`config.mk`:
```
export PLATFORM = sky130hd
export DESIGN_NAME = quiz_sequencer
export DESIGN_NICKNAME = d
export VERILOG_FILES = /design/src/rtl/quiz_pkg.sv /design/src/rtl/quiz_lfsr.sv /design/src/rtl/quiz_sequencer.sv
export SDC_FILE = /design/constraint.sdc
export NUM_CORES = 1
export LEC_CHECK = 0
export BUFFER_PORTS_ARGS = -buffer_cell sky130_fd_sc_hd__buf_2
export CELL_PAD_IN_SITES_DETAIL_PLACEMENT = 0
export CELL_PAD_IN_SITES_GLOBAL_PLACEMENT = 1
export CORE_MARGIN = 4
export CORE_UTILIZATION = 39
export DETAILED_ROUTE_END_ITERATION = 8
export GPL_TIMING_DRIVEN = 0
export PLACE_DENSITY_LB_ADDON = 0.15
export SYNTH_ARGS = -nofsm -noshare
export SYNTH_HDL_FRONTEND = slang
export SYNTH_SLANG_ARGS = --single-unit
```
`constraint.sdc`:
```
create_clock -name clk -period 1.9 [get_ports clk]
set_input_delay 0.095 -clock clk [delete_from_list [all_inputs] [get_ports clk]]
set_output_delay 0.095 -clock clk [all_outputs]
set_load 0.01 [all_outputs]
```
`src/rtl/quiz_pkg.sv`:
```
// +----------------------------------------------------------------------------+
// | quiz_pkg                                                                    |
// | Shared types and constants for the quiz game-flow controller.               |
// | Revision: 1.0                                                               |
// +----------------------------------------------------------------------------+
`default_nettype none

package quiz_pkg;

  typedef enum logic [1:0] {
    IDLE  = 2'd0,
    ASK   = 2'd1,
    JUDGE = 2'd2,
    DONE  = 2'd3
  } state_e;

  localparam int               LFSR_W    = 4;
  // x^4 + x^3 + 1: feedback from the two most significant stages
  localparam logic [LFSR_W-1:0] LFSR_TAPS = 4'b1100;
  localparam logic [1:0]        MAX_ROUND = 2'd3;
  localparam int                MAX_SCORE = 4;

  localparam logic [1:0] ANSWER_KEY [4][4] = '{
    '{2'd1, 2'd0, 2'd3, 2'd2},
    '{2'd2, 2'd3, 2'd0, 2'd1},
    '{2'd3, 2'd2, 2'd1, 2'd0},
    '{2'd0, 2'd2, 2'd1, 2'd3}
  };

  function automatic logic lfsr_feedback(input logic [LFSR_W-1:0] v);
    return ^(v & LFSR_TAPS);
  endfunction

endpackage

`default_nettype wire

```
`src/rtl/quiz_lfsr.sv`:
```
// +----------------------------------------------------------------------------+
// | quiz_lfsr                                                                   |
// | Free-running 4-bit Fibonacci LFSR; exposes the low two bits as a selector.  |
// | Revision: 1.0                                                               |
// +----------------------------------------------------------------------------+
`default_nettype none

module quiz_lfsr
  import quiz_pkg::*;
#(
  parameter logic [LFSR_W-1:0] SEED = 4'b1001
) (
  input  logic       clk,
  input  logic       rst,
  input  logic       en_i,
  output logic [1:0] sel_o
);

  logic [LFSR_W-1:0] lfsr_q, lfsr_d;

  if (SEED == '0) begin : g_seed_chk
    $error("quiz_lfsr: SEED must be non-zero");
  end

  always_comb begin
    lfsr_d = lfsr_q;
    if (en_i) lfsr_d = {lfsr_q[LFSR_W-2:0], lfsr_feedback(lfsr_q)};
  end

  always_ff @(posedge clk or posedge rst) begin
    if (rst) lfsr_q <= SEED;
    else     lfsr_q <= lfsr_d;
  end

  assign sel_o = lfsr_q[1:0];

endmodule

`default_nettype wire

```
`src/rtl/quiz_sequencer.sv`:
```
// +----------------------------------------------------------------------------+
// | quiz_sequencer                                                              |
// | Game-flow controller: issues pattern/round, collects verdicts, keeps score. |
// | Optional per-round timeout enabled by defining QUIZ_TIMEOUT_EN.             |
// | Revision: 1.0                                                               |
// +----------------------------------------------------------------------------+
`default_nettype none

module quiz_sequencer
  import quiz_pkg::*;
#(
  parameter int         TIMEOUT_CYCLES = 1000,
  parameter int         SCORE_W        = 3,
  parameter logic [3:0] LFSR_SEED      = 4'b1001
) (
  input  logic               clk,
  input  logic               rst,
  input  logic               start,
  input  logic               ans_valid,
  input  logic               correct_ans,
  output logic [1:0]         pattern,
  output logic [1:0]         round,
  output logic               ans_ready,
  output logic               result_valid,
  output logic               result_correct,
  output logic               result_timeout,
  output logic [SCORE_W-1:0] score,
  output logic               busy,
  output logic               done
);

  state_e             state_q, state_d;
  logic [1:0]         pattern_q, pattern_d;
  logic [1:0]         round_q, round_d;
  logic [SCORE_W-1:0] score_q, score_d;
  logic               res_correct_q, res_correct_d;
  logic               res_timeout_q, res_timeout_d;
  logic [1:0]         w_lfsr_sel;
  logic               w_expire;

  if (TIMEOUT_CYCLES < 2 || TIMEOUT_CYCLES > (1 << 20)) begin : g_timeout_chk
    $error("quiz_sequencer: TIMEOUT_CYCLES out of range");
  end
  if (SCORE_W < 3) begin : g_score_chk
    $error("quiz_sequencer: SCORE_W must be at least 3");
  end

  quiz_lfsr #(.SEED(LFSR_SEED)) u_lfsr (
    .clk   (clk),
    .rst   (rst),
    .en_i  (1'b1),
    .sel_o (w_lfsr_sel)
  );

`ifdef QUIZ_TIMEOUT_EN
  localparam int CNT_W = $clog2(TIMEOUT_CYCLES);
  logic [CNT_W-1:0] cnt_q;

  // Held at zero outside ASK so every ASK entry starts a fresh count
  always_ff @(posedge clk or posedge rst) begin
    if (rst)                 cnt_q <= '0;
    else if (state_q != ASK) cnt_q <= '0;
    else                     cnt_q <= cnt_q + CNT_W'(1);
  end

  assign w_expire = (state_q == ASK) && (cnt_q == CNT_W'(TIMEOUT_CYCLES - 1));
`else
  assign w_expire = 1'b0;
`endif

  always_ff @(posedge clk or posedge rst) begin
    if (rst) state_q <= IDLE;
    else     state_q <= state_d;
  end

  always_comb begin
    state_d = state_q;
    unique case (state_q)
      IDLE, DONE: if (start) state_d = ASK;
      ASK:        if (ans_valid || w_expire) state_d = JUDGE;
      JUDGE:      state_d = (round_q == MAX_ROUND) ? DONE : ASK;
      default:    state_d = IDLE;
    endcase
  end

  always_comb begin
    ans_ready    = (state_q == ASK);
    result_valid = (state_q == JUDGE);
    busy         = (state_q == ASK) || (state_q == JUDGE);
    done         = (state_q == DONE);
  end

  always_comb begin
    pattern_d     = pattern_q;
    round_d       = round_q;
    score_d       = score_q;
    res_correct_d = res_correct_q;
    res_timeout_d = res_timeout_q;
    case (state_q)
      IDLE, DONE: begin
        if (start) begin
          pattern_d = w_lfsr_sel;
          round_d   = 2'd0;
          score_d   = '0;
        end
      end
      ASK: begin
        // A real submit takes priority over an expiring timer
        if (ans_valid) begin
          res_correct_d = correct_ans;
          res_timeout_d = 1'b0;
          if (correct_ans && score_q != SCORE_W'(MAX_SCORE)) score_d = score_q + SCORE_W'(1);
        end else if (w_expire) begin
          res_correct_d = 1'b0;
          res_timeout_d = 1'b1;
        end
      end
      JUDGE: begin
        if (round_q != MAX_ROUND) round_d = round_q + 2'd1;
      end
      default: ;
    endcase
  end

  always_ff @(posedge clk or posedge rst) begin
    if (rst) begin
      pattern_q     <= '0;
      round_q       <= '0;
      score_q       <= '0;
      res_correct_q <= 1'b0;
      res_timeout_q <= 1'b0;
    end else begin
      pattern_q     <= pattern_d;
      round_q       <= round_d;
      score_q       <= score_d;
      res_correct_q <= res_correct_d;
      res_timeout_q <= res_timeout_d;
    end
  end

  assign pattern        = pattern_q;
  assign round          = round_q;
  assign score          = score_q;
  assign result_correct = res_correct_q;
  assign result_timeout = res_timeout_q;

endmodule

`default_nettype wire

```
==> out/qor.log <==
INFO  setup_path     rr_worst_depth=6
INFO  routing        routed_wirelength=1510um
INFO  placed_design  gp_congestion=0.754
INFO  setup_path     critPathArrivalTime=1940ps
INFO  floorplan      design.core.area=0.00194mm2
INFO  sta            final_min_period_over_clock_period=0.926
INFO  clocking       cts_root_buf=sky130_fd_sc_hd__clkbuf_4
INFO  sta            fmax=568MHz
INFO  synthesis      postSynthCellCount=76
INFO  hold_path      timing.hold.worst_path_depth=2
INFO  sta            unrepaired_setup_endpoints_after_global_routing=false
INFO  setup_path     crit_path_required_time=2080ps
INFO  layout         post-route-cell-area=960um2
INFO  synthesis      synthesis.area_per_instance=10.4um2
INFO  grt            global_route.usage.total=0.134
INFO  routing        drt-wirelength-per-cell=12.2um
INFO  layout         multi_input_gate_area_in_the_final_layout=382um2
INFO  sta            timing.final.hold_violations=0
INFO  hold_path      hold_path.class=in2reg
INFO  setup_path     setup.worst_path.class=reg2reg
INFO  routing        initialDrtViolationCount=14
INFO  routing        drt_drc_violations_left=0
INFO  routing        routed-via-count=611
INFO  setup_path     cp_top_family=flip-flops
INFO  setup_path     timing.critical_path.depth=6
INFO  power_and_ir_drop vdd_drop_max=0.794mV
INFO  setup_path     sort_of_element_at_the_start_of_the_critical_path=flip-flop
INFO  synthesis      yosys.cell_types.count=31
INFO  setup_path     worst_path_largest_cell_delay=410ps
INFO  routing        viasPerCell=4.93
INFO  routing        firstDrtPassIters=3
INFO  placed_design  instance_area_at_placement=907um2
INFO  grt            globalRouteMet2Util=0.209
INFO  clocking       worstSkewPairLatency=290ps
INFO  grt            antenna_found_initial=0
INFO  setup_path     timing.rr.start=state_q[0]
INFO  setup_path     crit_start=state_q[0]
INFO  grt            overflow_left_after_global_routing=0
INFO  power_and_ir_drop p_per_area=1460mW/mm2
INFO  layout         layout_cell_share_with_drive_strength_beyond_1=0.361
INFO  synthesis      synthesis_warnings=0
INFO  power_and_ir_drop static-leakage-power=0.000490uW
INFO  grt            grt_pass1_vias=613
INFO  grt            grt.busiest_layer=met2
INFO  floorplan      top_level_ports=18
INFO  setup_path     critical_path.n_buffers_inverters=2
INFO  sta            timing.final.setup_violations=0
INFO  layout         final_common_cell=sky130_fd_sc_hd__buf_2
INFO  clocking       cts-htree-levels=1
INFO  sta            min_period=1760ps
INFO  synthesis      synth_sequential_area_ratio=0.445
INFO  sta            slew_violations=0
INFO  setup_path     cp-end-kind=flip-flop
INFO  sta            worst_pin_slew=524ps
INFO  sta            final_setup_margin=140ps
INFO  setup_path     timing.reg2reg.setup_slack=140ps
INFO  floorplan      core.rowCount=16
INFO  floorplan      die_w=53.1um
INFO  job            drv_cap=0
INFO  hold_path      min-delay-start=correct_ans
INFO  layout         area_growth=21.0%
INFO  sta            max_slew_margin=0.650
INFO  clocking       numClockSinks=14
INFO  grt            use_met1=0.170
INFO  setup_path     critical_path_peak_fanout=10
INFO  sta            clk_skew=9.69ps
INFO  layout         regArea=354um2
INFO  clocking       cts_buffers=3
INFO  placed_design  dp_hpwl=1130um
INFO  floorplan      start_util=0.409
INFO  grt            maximum_number_of_pins_on_one_net_before_global_route_repair=15
INFO  setup_path     cpMaxStageDelayCell=sky130_fd_sc_hd__dfrtp_2
INFO  floorplan      design.die.area=0.00282mm2
INFO  routing        ant_nets=0
INFO  synthesis      syn-num-nets=88
INFO  sta            finalHoldWorstSlack=55.5ps
INFO  sta            final.setup.tns=0ps
INFO  setup_path     critical_path.cell_chain=inv_1, ha_2, nor2b_2, buf_4, nor3_1, a311o_1
INFO  layout         antenna_cells=0
INFO  clocking       cts-root-to-sink-buffers=2
INFO  clocking       clkSlewWorstSetupHoldPaths=100ps
INFO  grt            grt_first_pass_wirelength=2690um
INFO  placed_design  port-buffer-count=16
INFO  run_status     status=finished, final reports clean
INFO  layout         finalNetCount=110
INFO  placed_design  placement.setup.worst_slack=14.8ps
INFO  floorplan      vert_die_dim=53.1um
INFO  layout         final_cell_mix=16 x sky130_fd_sc_hd__buf_2, 11 x sky130_fd_sc_hd__dfrtp_1, 8 x sky130_fd_sc_hd__nand2_1
INFO  synthesis      syn-cell-area=793um2
INFO  layout         fillerInstances=209
INFO  synthesis      yosys_register_bits=14
INFO  grt            grt_util_met3=0.0366
INFO  clocking       tritoncts=done
[worst register-to-register path, stage by stage, from the launching register on]
cell                      delay, ps
sky130_fd_sc_hd__dfrtp_2        410
sky130_fd_sc_hd__inv_1           60
sky130_fd_sc_hd__ha_2           380
sky130_fd_sc_hd__nor2b_2        210
sky130_fd_sc_hd__buf_4          190
sky130_fd_sc_hd__nor3_1          60
sky130_fd_sc_hd__a311o_1        350
[metrics by stage]
stage / utilization / power, uW / instances
6_report: 0.494 / 1400 / 124
5_1_grt: 0.494 / 1530 / 124
4_1_cts: 0.492 / 1410 / 124
3_5_place_dp: 0.467 / 1180 / 119
3_3_place_gp: 0.467 / 1170 / 119
2_1_floorplan: - / 971 / 76
[repair_timing]
action,in CTS,in global routing
hold buffers,1,0
endpoints found under the hold margin,12,0
resized for setup,1,2
setup buffers,0,0
gates cloned,0,0
setup endpoints to repair,1,1
[synthesized netlist by cell type]
master / n / area, um2
sky130_fd_sc_hd__dfstp_2: 2 / 52.6
sky130_fd_sc_hd__and3_1: 1 / 6.26
sky130_fd_sc_hd__conb_1: 1 / 3.75
sky130_fd_sc_hd__o31a_1: 2 / 17.5
sky130_fd_sc_hd__mux2_2: 3 / 33.8
sky130_fd_sc_hd__or2_2: 1 / 6.26
sky130_fd_sc_hd__buf_4: 2 / 15.0
sky130_fd_sc_hd__o31ai_1: 2 / 15.0
sky130_fd_sc_hd__a221o_1: 1 / 10.0
sky130_fd_sc_hd__nand2b_1: 1 / 6.26
sky130_fd_sc_hd__a311o_1: 1 / 10.0
sky130_fd_sc_hd__nand2_1: 8 / 30.0
sky130_fd_sc_hd__o21bai_1: 1 / 7.51
sky130_fd_sc_hd__o21ai_0: 5 / 25.0
sky130_fd_sc_hd__o21a_1: 1 / 7.51
sky130_fd_sc_hd__nor2_1: 1 / 3.75
sky130_fd_sc_hd__nor2b_1: 1 / 6.26
sky130_fd_sc_hd__nor4_1: 1 / 6.26
sky130_fd_sc_hd__nor3_1: 2 / 10.0
sky130_fd_sc_hd__dfrtp_1: 12 / 300
sky130_fd_sc_hd__ha_1: 7 / 87.6
sky130_fd_sc_hd__or4_1: 1 / 7.51
sky130_fd_sc_hd__xor2_1: 1 / 8.76
sky130_fd_sc_hd__inv_1: 7 / 26.3
sky130_fd_sc_hd__nand3_1: 2 / 10.0
sky130_fd_sc_hd__nor2b_4: 1 / 13.8
sky130_fd_sc_hd__a21bo_2: 1 / 10.0
sky130_fd_sc_hd__nand3b_1: 2 / 15.0
sky130_fd_sc_hd__buf_6: 2 / 22.5
sky130_fd_sc_hd__a21oi_1: 2 / 10.0
sky130_fd_sc_hd__a22o_1: 1 / 8.76
[kinds of logic after synthesis]
kind of cell,synth area share
AND/OR/NAND/NOR,0.153
AO/OA/AOI/OAI,0.153
flip-flops,0.445
buffers and inverters,0.0804
adder cells (fa/ha/maj),0.110
multiplexers,0.0426
other,0.00473
XOR/XNOR,0.0110
[registers in the layout, summed over array words and instances (netlist names)]
signal / count
round: 2
result_correct: 1
u_lfsr.lfsr_q: 4
pattern: 2
score: 3
state_q: 2
[layer usage]
metal | up-vias | share of wire
met3 | 2 | 0.056
met1 | 295 | 0.47
met5 | - | 0
met4 | 0 | 0.0066
li1 | 301 | -
met2 | 13 | 0.46
[final cells by class]
| type | count | area share |
|---|---|---|
| multi-input combinational | 51 | 0.398 |
| timing repair buffer | 17 | 0.0939 |
| buffer | 4 | 0.0391 |
| tap | 27 | 0.0352 |
| inverter | 7 | 0.0274 |
| clock buffer | 4 | 0.0378 |
| sequential | 14 | 0.369 |
[report_power, final]
group / total, uW / switching, uW / internal (uW) / leakage (uW)
Combinational: 733 / 382 / 351 / 0.000290
Sequential: 443 / 72.9 / 370 / 0.000180
Clock: 225 / 108 / 117 / 0.0000210
[final timing paths]
path	end
max in group asynchronous	u_lfsr.lfsr_q[3]
setup / recovery	score[0]
setup reg to reg	score[0]
hold / removal	result_correct
min in group asynchronous	state_q[1]
hold reg to reg	u_lfsr.lfsr_q[2]
No activity file was read; power rests on OpenSTA's default activity.
